===== src/rtl/mano_control_unit_pkg.sv =====
// rtl/mano_control_unit_pkg.sv - shared encodings for the basic-computer control unit
// Holds bus select codes, register bit positions for LD/INR/CLR, opcode values,
// register-reference bit positions, ALU op codes and the run-state encoding.
package mano_control_unit_pkg;

  // Bus source codes driven on select
  localparam logic [2:0] SEL_NONE = 3'd0;
  localparam logic [2:0] SEL_AR   = 3'd1;
  localparam logic [2:0] SEL_PC   = 3'd2;
  localparam logic [2:0] SEL_DR   = 3'd3;
  localparam logic [2:0] SEL_AC   = 3'd4;
  localparam logic [2:0] SEL_IR   = 3'd5;
  localparam logic [2:0] SEL_TR   = 3'd6;
  localparam logic [2:0] SEL_MEM  = 3'd7;

  // LD bit positions
  localparam int LD_AR = 0;
  localparam int LD_PC = 1;
  localparam int LD_DR = 2;
  localparam int LD_AC = 3;
  localparam int LD_IR = 4;
  localparam int LD_TR = 5;

  // INR / CLR bit positions (shared map)
  localparam int RG_AR = 0;
  localparam int RG_PC = 1;
  localparam int RG_DR = 2;
  localparam int RG_AC = 3;
  localparam int RG_TR = 4;

  // Opcode field D = IR[14:12]
  localparam logic [2:0] D_AND = 3'd0;
  localparam logic [2:0] D_ADD = 3'd1;
  localparam logic [2:0] D_LDA = 3'd2;
  localparam logic [2:0] D_STA = 3'd3;
  localparam logic [2:0] D_BUN = 3'd4;
  localparam logic [2:0] D_BSA = 3'd5;
  localparam logic [2:0] D_ISZ = 3'd6;
  localparam logic [2:0] D_REG = 3'd7;

  // Register-reference bit positions within IR[11:0]
  localparam int RB_CLA = 11;
  localparam int RB_CMA = 9;
  localparam int RB_INC = 5;
  localparam int RB_SPA = 4;
  localparam int RB_SNA = 3;
  localparam int RB_SZA = 2;
  localparam int RB_HLT = 0;

  // AC input selection
  localparam logic [2:0] ALU_PASS = 3'd0;
  localparam logic [2:0] ALU_AND  = 3'd1;
  localparam logic [2:0] ALU_ADD  = 3'd2;
  localparam logic [2:0] ALU_CMA  = 3'd3;

  typedef enum logic [1:0] {
    ST_IDLE   = 2'd0,
    ST_RUN    = 2'd1,
    ST_HALTED = 2'd2
  } run_state_t;

endpackage


===== src/rtl/mano_control_unit_if.sv =====
// rtl/mano_control_unit_if.sv - control/status bundle between control unit and common_bus
// Inputs to the control unit: start, ir_in, ac_zero, ac_sign, dr_zero.
// Outputs from the control unit: select, LD, INR, CLR, read, write, alu_op, halted.
interface mano_control_unit_if;
  logic        start;
  logic [15:0] ir_in;
  logic        ac_zero;
  logic        ac_sign;
  logic        dr_zero;
  logic [2:0]  select;
  logic [5:0]  LD;
  logic [4:0]  INR;
  logic [4:0]  CLR;
  logic        read;
  logic        write;
  logic [2:0]  alu_op;
  logic        halted;

  modport master (
    input  start, ir_in, ac_zero, ac_sign, dr_zero,
    output select, LD, INR, CLR, read, write, alu_op, halted
  );

  modport slave (
    output start, ir_in, ac_zero, ac_sign, dr_zero,
    input  select, LD, INR, CLR, read, write, alu_op, halted
  );
endinterface


===== src/rtl/mano_control_unit_sequence_counter.sv =====
// rtl/mano_control_unit_sequence_counter.sv - timing sequence counter with one-hot T decode
// Ports: clock, reset_n (async active-low), inc, clr (clr wins), t[6:0] one-hot T0..T6.
// Codes above 6 decode to no active T so the top can fall back to IDLE.
module mano_control_unit_sequence_counter #(
  parameter int SC_W = 4
) (
  input  logic       clock,
  input  logic       reset_n,
  input  logic       inc,
  input  logic       clr,
  output logic [6:0] t
);

  logic [SC_W-1:0] sc;

  always_ff @(posedge clock or negedge reset_n) begin
    if (!reset_n) begin
      sc <= '0;
    end else if (clr) begin
      sc <= '0;
    end else if (inc) begin
      sc <= sc + 1'b1;
    end
  end

  always_comb begin
    t = '0;
    for (int i = 0; i < 7; i++) begin
      t[i] = (sc == SC_W'(i));
    end
  end

endmodule


===== src/rtl/mano_control_unit.sv =====
// rtl/mano_control_unit.sv - fetch/decode/execute control for the 16-bit basic computer
// Ports: clock, reset_n (async active-low), bus (master modport: start, ir_in,
// ac_zero, ac_sign, dr_zero in; select, LD, INR, CLR, read, write, alu_op, halted out).
// Controls are combinational from registered state, so common_bus acts on them
// at the very next rising edge.
module mano_control_unit
  import mano_control_unit_pkg::*;
#(
  parameter int SC_W   = 4,
  parameter int ADDR_W = 12
) (
  input  logic                 clock,
  input  logic                 reset_n,
  mano_control_unit_if.master  bus
);

  run_state_t state, next_state;
  logic [6:0] t;
  logic       sc_inc, sc_clr;
  logic       d_load;
  logic [2:0] d_reg;
  logic       i_reg;

  logic [2:0] sel;
  logic [5:0] ld;
  logic [4:0] inr;
  logic [4:0] clr;
  logic       rd, wr;
  logic [2:0] alu;
  logic       hi_valid;
  int         hi_idx;

  mano_control_unit_sequence_counter #(.SC_W(SC_W)) u_sc (
    .clock   (clock),
    .reset_n (reset_n),
    .inc     (sc_inc),
    .clr     (sc_clr),
    .t       (t)
  );

  always_ff @(posedge clock or negedge reset_n) begin
    if (!reset_n) begin
      state <= ST_IDLE;
    end else begin
      state <= next_state;
    end
  end

  always_ff @(posedge clock or negedge reset_n) begin
    if (!reset_n) begin
      d_reg <= '0;
      i_reg <= 1'b0;
    end else if (d_load) begin
      d_reg <= bus.ir_in[14:12];
      i_reg <= bus.ir_in[15];
    end
  end

  // Highest set bit of the address field selects the register-reference op
  always_comb begin
    hi_valid = 1'b0;
    hi_idx   = 0;
    for (int i = 0; i < ADDR_W; i++) begin
      if (bus.ir_in[i]) begin
        hi_valid = 1'b1;
        hi_idx   = i;
      end
    end
  end

  always_comb begin
    next_state = state;
    sc_inc     = 1'b0;
    sc_clr     = 1'b0;
    d_load     = 1'b0;
    sel        = SEL_NONE;
    ld         = '0;
    inr        = '0;
    clr        = '0;
    rd         = 1'b0;
    wr         = 1'b0;
    alu        = ALU_PASS;

    case (state)
      ST_RUN: begin
        if (t[0]) begin
          sel        = SEL_PC;
          ld[LD_AR]  = 1'b1;
          sc_inc     = 1'b1;
        end else if (t[1]) begin
          sel        = SEL_MEM;
          rd         = 1'b1;
          ld[LD_IR]  = 1'b1;
          inr[RG_PC] = 1'b1;
          sc_inc     = 1'b1;
        end else if (t[2]) begin
          sel        = SEL_IR;
          ld[LD_AR]  = 1'b1;
          d_load     = 1'b1;
          sc_inc     = 1'b1;
        end else if (t[3]) begin
          if (d_reg != D_REG) begin
            // Indirect: replace AR with the pointer read from memory
            if (i_reg) begin
              sel       = SEL_MEM;
              rd        = 1'b1;
              ld[LD_AR] = 1'b1;
            end
            sc_inc = 1'b1;
          end else begin
            sc_clr = 1'b1;
            if (!i_reg && hi_valid) begin
              case (hi_idx)
                RB_CLA: clr[RG_AC] = 1'b1;
                RB_CMA: begin
                  ld[LD_AC] = 1'b1;
                  alu       = ALU_CMA;
                end
                RB_INC: inr[RG_AC] = 1'b1;
                RB_SPA: inr[RG_PC] = !bus.ac_sign;
                RB_SNA: inr[RG_PC] = bus.ac_sign;
                RB_SZA: inr[RG_PC] = bus.ac_zero;
                RB_HLT: next_state = ST_HALTED;
                default: ;
              endcase
            end
          end
        end else if (t[4]) begin
          case (d_reg)
            D_AND, D_ADD, D_LDA, D_ISZ: begin
              sel       = SEL_MEM;
              rd        = 1'b1;
              ld[LD_DR] = 1'b1;
              sc_inc    = 1'b1;
            end
            D_STA: begin
              sel    = SEL_AC;
              wr     = 1'b1;
              sc_clr = 1'b1;
            end
            D_BUN: begin
              sel       = SEL_AR;
              ld[LD_PC] = 1'b1;
              sc_clr    = 1'b1;
            end
            D_BSA: begin
              sel        = SEL_PC;
              wr         = 1'b1;
              inr[RG_AR] = 1'b1;
              sc_inc     = 1'b1;
            end
            default: begin
              next_state = ST_IDLE;
              sc_clr     = 1'b1;
            end
          endcase
        end else if (t[5]) begin
          case (d_reg)
            D_AND: begin
              ld[LD_AC] = 1'b1;
              alu       = ALU_AND;
              sc_clr    = 1'b1;
            end
            D_ADD: begin
              ld[LD_AC] = 1'b1;
              alu       = ALU_ADD;
              sc_clr    = 1'b1;
            end
            D_LDA: begin
              sel       = SEL_DR;
              ld[LD_AC] = 1'b1;
              sc_clr    = 1'b1;
            end
            D_BSA: begin
              sel       = SEL_AR;
              ld[LD_PC] = 1'b1;
              sc_clr    = 1'b1;
            end
            D_ISZ: begin
              inr[RG_DR] = 1'b1;
              sc_inc     = 1'b1;
            end
            default: begin
              next_state = ST_IDLE;
              sc_clr     = 1'b1;
            end
          endcase
        end else if (t[6] && d_reg == D_ISZ) begin
          // DR was incremented at T5; zero here means it wrapped, so skip
          sel        = SEL_DR;
          wr         = 1'b1;
          inr[RG_PC] = bus.dr_zero;
          sc_clr     = 1'b1;
        end else begin
          next_state = ST_IDLE;
          sc_clr     = 1'b1;
        end
      end
      default: begin
        sc_clr = 1'b1;
        if (bus.start) begin
          next_state = ST_RUN;
        end
      end
    endcase
  end

  assign bus.select = sel;
  assign bus.LD     = ld;
  assign bus.INR    = inr;
  assign bus.CLR    = clr;
  assign bus.read   = rd;
  assign bus.write  = wr;
  assign bus.alu_op = alu;
  assign bus.halted = (state == ST_HALTED);

endmodule

===== src/flat_wrapper.sv =====
// flat-port wrapper written by rule: the top's interface ports become plain ports
module mano_control_unit_flat import mano_control_unit_pkg::*;
#(
  parameter int SC_W   = 4,
  parameter int ADDR_W = 12
)
  (clock, reset_n, bus_start, bus_ir_in, bus_ac_zero, bus_ac_sign, bus_dr_zero, bus_select, bus_LD, bus_INR, bus_CLR, bus_read, bus_write, bus_alu_op, bus_halted);
  mano_control_unit_if bus_i ();
  input  logic clock;
  input  logic reset_n;
  input wire logic [$bits(bus_i.start)-1:0] bus_start;
  input wire logic [$bits(bus_i.ir_in)-1:0] bus_ir_in;
  input wire logic [$bits(bus_i.ac_zero)-1:0] bus_ac_zero;
  input wire logic [$bits(bus_i.ac_sign)-1:0] bus_ac_sign;
  input wire logic [$bits(bus_i.dr_zero)-1:0] bus_dr_zero;
  output wire logic [$bits(bus_i.select)-1:0] bus_select;
  output wire logic [$bits(bus_i.LD)-1:0] bus_LD;
  output wire logic [$bits(bus_i.INR)-1:0] bus_INR;
  output wire logic [$bits(bus_i.CLR)-1:0] bus_CLR;
  output wire logic [$bits(bus_i.read)-1:0] bus_read;
  output wire logic [$bits(bus_i.write)-1:0] bus_write;
  output wire logic [$bits(bus_i.alu_op)-1:0] bus_alu_op;
  output wire logic [$bits(bus_i.halted)-1:0] bus_halted;
  assign bus_i.start = bus_start;
  assign bus_i.ir_in = bus_ir_in;
  assign bus_i.ac_zero = bus_ac_zero;
  assign bus_i.ac_sign = bus_ac_sign;
  assign bus_i.dr_zero = bus_dr_zero;
  assign bus_select = bus_i.select;
  assign bus_LD = bus_i.LD;
  assign bus_INR = bus_i.INR;
  assign bus_CLR = bus_i.CLR;
  assign bus_read = bus_i.read;
  assign bus_write = bus_i.write;
  assign bus_alu_op = bus_i.alu_op;
  assign bus_halted = bus_i.halted;
  mano_control_unit #(.SC_W(SC_W), .ADDR_W(ADDR_W)) u_core (.clock(clock), .reset_n(reset_n), .bus(bus_i));
endmodule

===== config.mk =====
export PLATFORM = sky130hd
export DESIGN_NAME = mano_control_unit_flat
export DESIGN_NICKNAME = d
export VERILOG_FILES = /design/src/rtl/mano_control_unit_pkg.sv /design/src/rtl/mano_control_unit_if.sv /design/src/rtl/mano_control_unit_sequence_counter.sv /design/src/rtl/mano_control_unit.sv /design/src/flat_wrapper.sv
export SDC_FILE = /design/constraint.sdc
export NUM_CORES = 1
export LEC_CHECK = 0
export BUFFER_PORTS_ARGS = -buffer_cell sky130_fd_sc_hd__buf_2
export CORE_UTILIZATION = 40
export CTS_CLUSTER_DIAMETER = 150
export DETAILED_ROUTE_END_ITERATION = 8
export HOLD_SLACK_MARGIN = 0.03
export PLACE_DENSITY = 0.78
export RECOVER_POWER = 25
export SYNTH_ARGS = -nofsm -noshare
export SYNTH_HDL_FRONTEND = slang
export SYNTH_SLANG_ARGS = --single-unit

===== constraint.sdc =====
create_clock -name clock -period 3.1 [get_ports clock]
set_clock_uncertainty 0.05 [all_clocks]
set_input_delay 0.465 -clock clock [delete_from_list [all_inputs] [get_ports clock]]
set_output_delay 0.465 -clock clock [all_outputs]
set_load 0.05 [all_outputs]

==> impl_metrics.ini <==
[synth]
synth_area_um2 = 1240
synth_cell_types = 42
postSynthCellCount = 171
yosysWarnings = 0
synth-edff-count = 0
yosys_register_bits = 10
ys_seq_area_share_pct = 20.2
avgSynthCellArea_um2 = 7.25
synth-main-ff-cell = dfrtp_1
synthArstFlopShare_pct = 100

[global_routing]
overflow = 0
grt_max_degree = 15
grtUsageTotal_pct = 20.5
grt_pass1_vias = 1237
antenna_found_initial = 0
grt_pass1_wl_mm = 5.36

[timing]
relSlewSlack_pct = 64.9
finalHoldViolCount = 0
period_minus_slack_ns = 2.88
setup_viol = 0
maxSlewViolCount = 0
tns_ns = 0
rsz0062_at_grt = no
final.setup.worst_slack_ns = 0.225
fin_crit_sh_pct = 92.8
fmax_mhz = 348
tightest_slew_ns = 0.524

[layout]
largest_reg_flops = 4
antenna_cells = 0
syn2layout_area_growth_pct = 21.9
finish.utilization_pct = 53.0
layout-drive-gt1-share_pct = 28.1
nets = 237
multi_input_area_um2 = 922
seq_area_um2 = 250
fin_area_um2 = 1510
n_fill_cell = 283
stdcell_count = 241

[place]
dp.cells = 236
dpl-instance-area_um2 = 1450
numPortBuffers = 39
globalplace.congestion = 0.924
dp_hpwl_mm = 2.50
pre_cts_slack_ns = 0.430

[critical_path]
critPathMaxFanout = 6
required_ns = 2.58
path_cells = ha_1 > nor3b_4 > nand3_1 > nor2_1 > nor4_1 > a2111oi_2 > buf_2
crit_path_end_kind = output port
crit_path_start_kind = flip-flop
cpMaxStageDelayCell = dfrtp_1
criticalPathCategory = reg2out
max_stage_delay_ns = 0.42
critPathArrivalTime_ns = 2.36

[cts]
cts_tree = yes
post_cts_buffers = 0
cts.path.max_buffers = 2
cts-buffers-inserted = 3
cts-root-buf = clkbuf_4
cts.sinks = 10
worstSkewPairLatency_ns = 0.26
cts_max_level = 1
clk_pin_slew_worst_paths_ns = 0.06

[drt]
ant_nets = 0
firstDrtPassIters = 7
drt_iter0_markers = 79
remaining_drc_errors = 8
routed_wl_mm = 3.18
wl_per_cell_um = 13.2
num_vias = 1367
drt-vias-per-instance = 5.67

[power_and_ir_drop]
leakage_uw = 0.000702
peakVddDrop_uv = 475
power_density_nw_per_um2 = 848

[run]
cap_violations = 0

[hold_path]
hold_class = in2reg

[run_status]
failed_checks = design-rule violations
status = complete, but fails checks

[die]
die_area_um2 = 3330
rows = 19
start_util_pct = 43.5
ioPinCount = 47
coreArea_um2 = 2850
die_h_um = 57.7
fp.dieW_um = 57.7
==> report_power, final <==
group | internal, uW | total, uW | switching [uW]
clock | 71.3 | 114 | 42.9
sequential | 177 | 279 | 102
combinational | 304 | 889 | 586
total | 552 | 1280 | 730
==> cells in the final DEF, fill, tap and decap left out, drive strengths merged, types with 2 or more instances in the layout <==
cell type	n
mux2	5
o31ai	3
mux2i	4
and3	2
a22oi	2
nor2	21
o21ai	4
inv	8
o211ai	2
a221oi	2
o31a	3
ha	4
dfrtp	10
nand3	6
a211oi	3
a21o	3
conb	7
nor2b	8
a31oi	3
a21oi	3
buf	42
nand2b	6
nor4	9
clkbuf	5
o21a	4
a2111oi	2
nor3	5
nand2	23
==> cell type report <==
type,count,area share [%]
timing repair buffer,44,15.5
sequential,10,16.6
inverter,8,1.99
tap,31,2.57
multi-input combinational,144,61.0
clock buffer,4,2.40
==> logic make-up (layout without fill, tap and decap cells) <==
| group | after synthesis | count (layout) | share of synthesized area (%) |
|---|---|---|---|
| XOR/XNOR | 2 | 2 | 1.41 |
| AO/OA/AOI/OAI | 38 | 38 | 23.7 |
| adder cells (fa/ha/maj) | 4 | 4 | 4.04 |
| buffers and inverters | 23 | 56 | 9.59 |
| flip-flops | 10 | 10 | 20.2 |
| other | 1 | 7 | 0.302 |
| multiplexers | 9 | 9 | 7.77 |
| AND/OR/NAND/NOR | 84 | 84 | 33.0 |
==> what timing repair did <==
item	in CTS	in global routing
hold buffers	1	0
endpoints found under the hold margin	10	0
gates resized for setup	0	3
endpoints found under the setup margin	0	5
==> layer usage <==
layer	part of all wire [%]	global-route usage [%]
met1	47	28.2
met2	45	32.4
met3	7.2	2.46
met4	1.4	9.18
met5	0	0
==> synth_stat cells (all sizes together), types with 2 or more instances <==
cell type   n  share of area (%)
a2111oi     2                1.9
a211oi      3                2.2
a21o        3                1.8
a21oi       3                1.2
a221oi      2                1.4
a22oi       2                1.2
a31oi       3                1.5
and3        2                1.0
buf        12                6.3
clkbuf      3               0.91
dfrtp      10                 20
ha          4                4.0
inv         8                2.4
mux2        5                4.5
mux2i       4                3.2
nand2      23                7.0
nand2b      6                3.0
nand3       6                2.4
nor2       21                6.4
nor2b       8                4.0
nor3        5                2.0
nor4        9                4.5
o211ai      2                1.2
o21a        4                2.4
o21ai       4                1.6
o31a        3                2.1
o31ai       3                2.2
==> worst max-delay path, delay by kind of cell, from the launching register on <==
family	cells	cell delay [ns]
buffers and inverters	1	0.32
DFF	1	0.42
and+or+nand+nor	4	0.76
adders and majority gates	1	0.25
AOI/OAI and AO/OA	1	0.35
==> worst paths after layout <==
path / from / end / slack [ns] / cells past startpoint
min: bus_ir_in[13] / u_core.d_reg[1]$_DFFE_PN0P_ / 0.38 / 2
min in group asynchronous: reset_n / u_core.state[0]$_DFFE_PN0P_ / 0.63 / 2
max in group asynchronous: reset_n / u_core.u_sc.sc[0]$_DFFE_PN0P_ / 2.02 / 2
max reg2reg: u_core.u_sc.sc[0]$_DFFE_PN0P_ / u_core.state[0]$_DFFE_PN0P_ / 0.93 / 8
max: u_core.u_sc.sc[0]$_DFFE_PN0P_ / bus_select[1] / 0.22 / 7
min reg2reg: u_core.state[1]$_DFFE_PN0P_ / u_core.state[1]$_DFFE_PN0P_ / 0.46 / 2
==> through the flow <==
stage          power [uW]  hold slack [ns]
2_1_floorplan         955            0.119
3_3_place_gp         1140            0.279
3_5_place_dp         1140            0.278
4_1_cts              1260            0.375
5_1_grt              1390            0.359
6_report             1280            0.382
(Power assumes the default switching activity.)
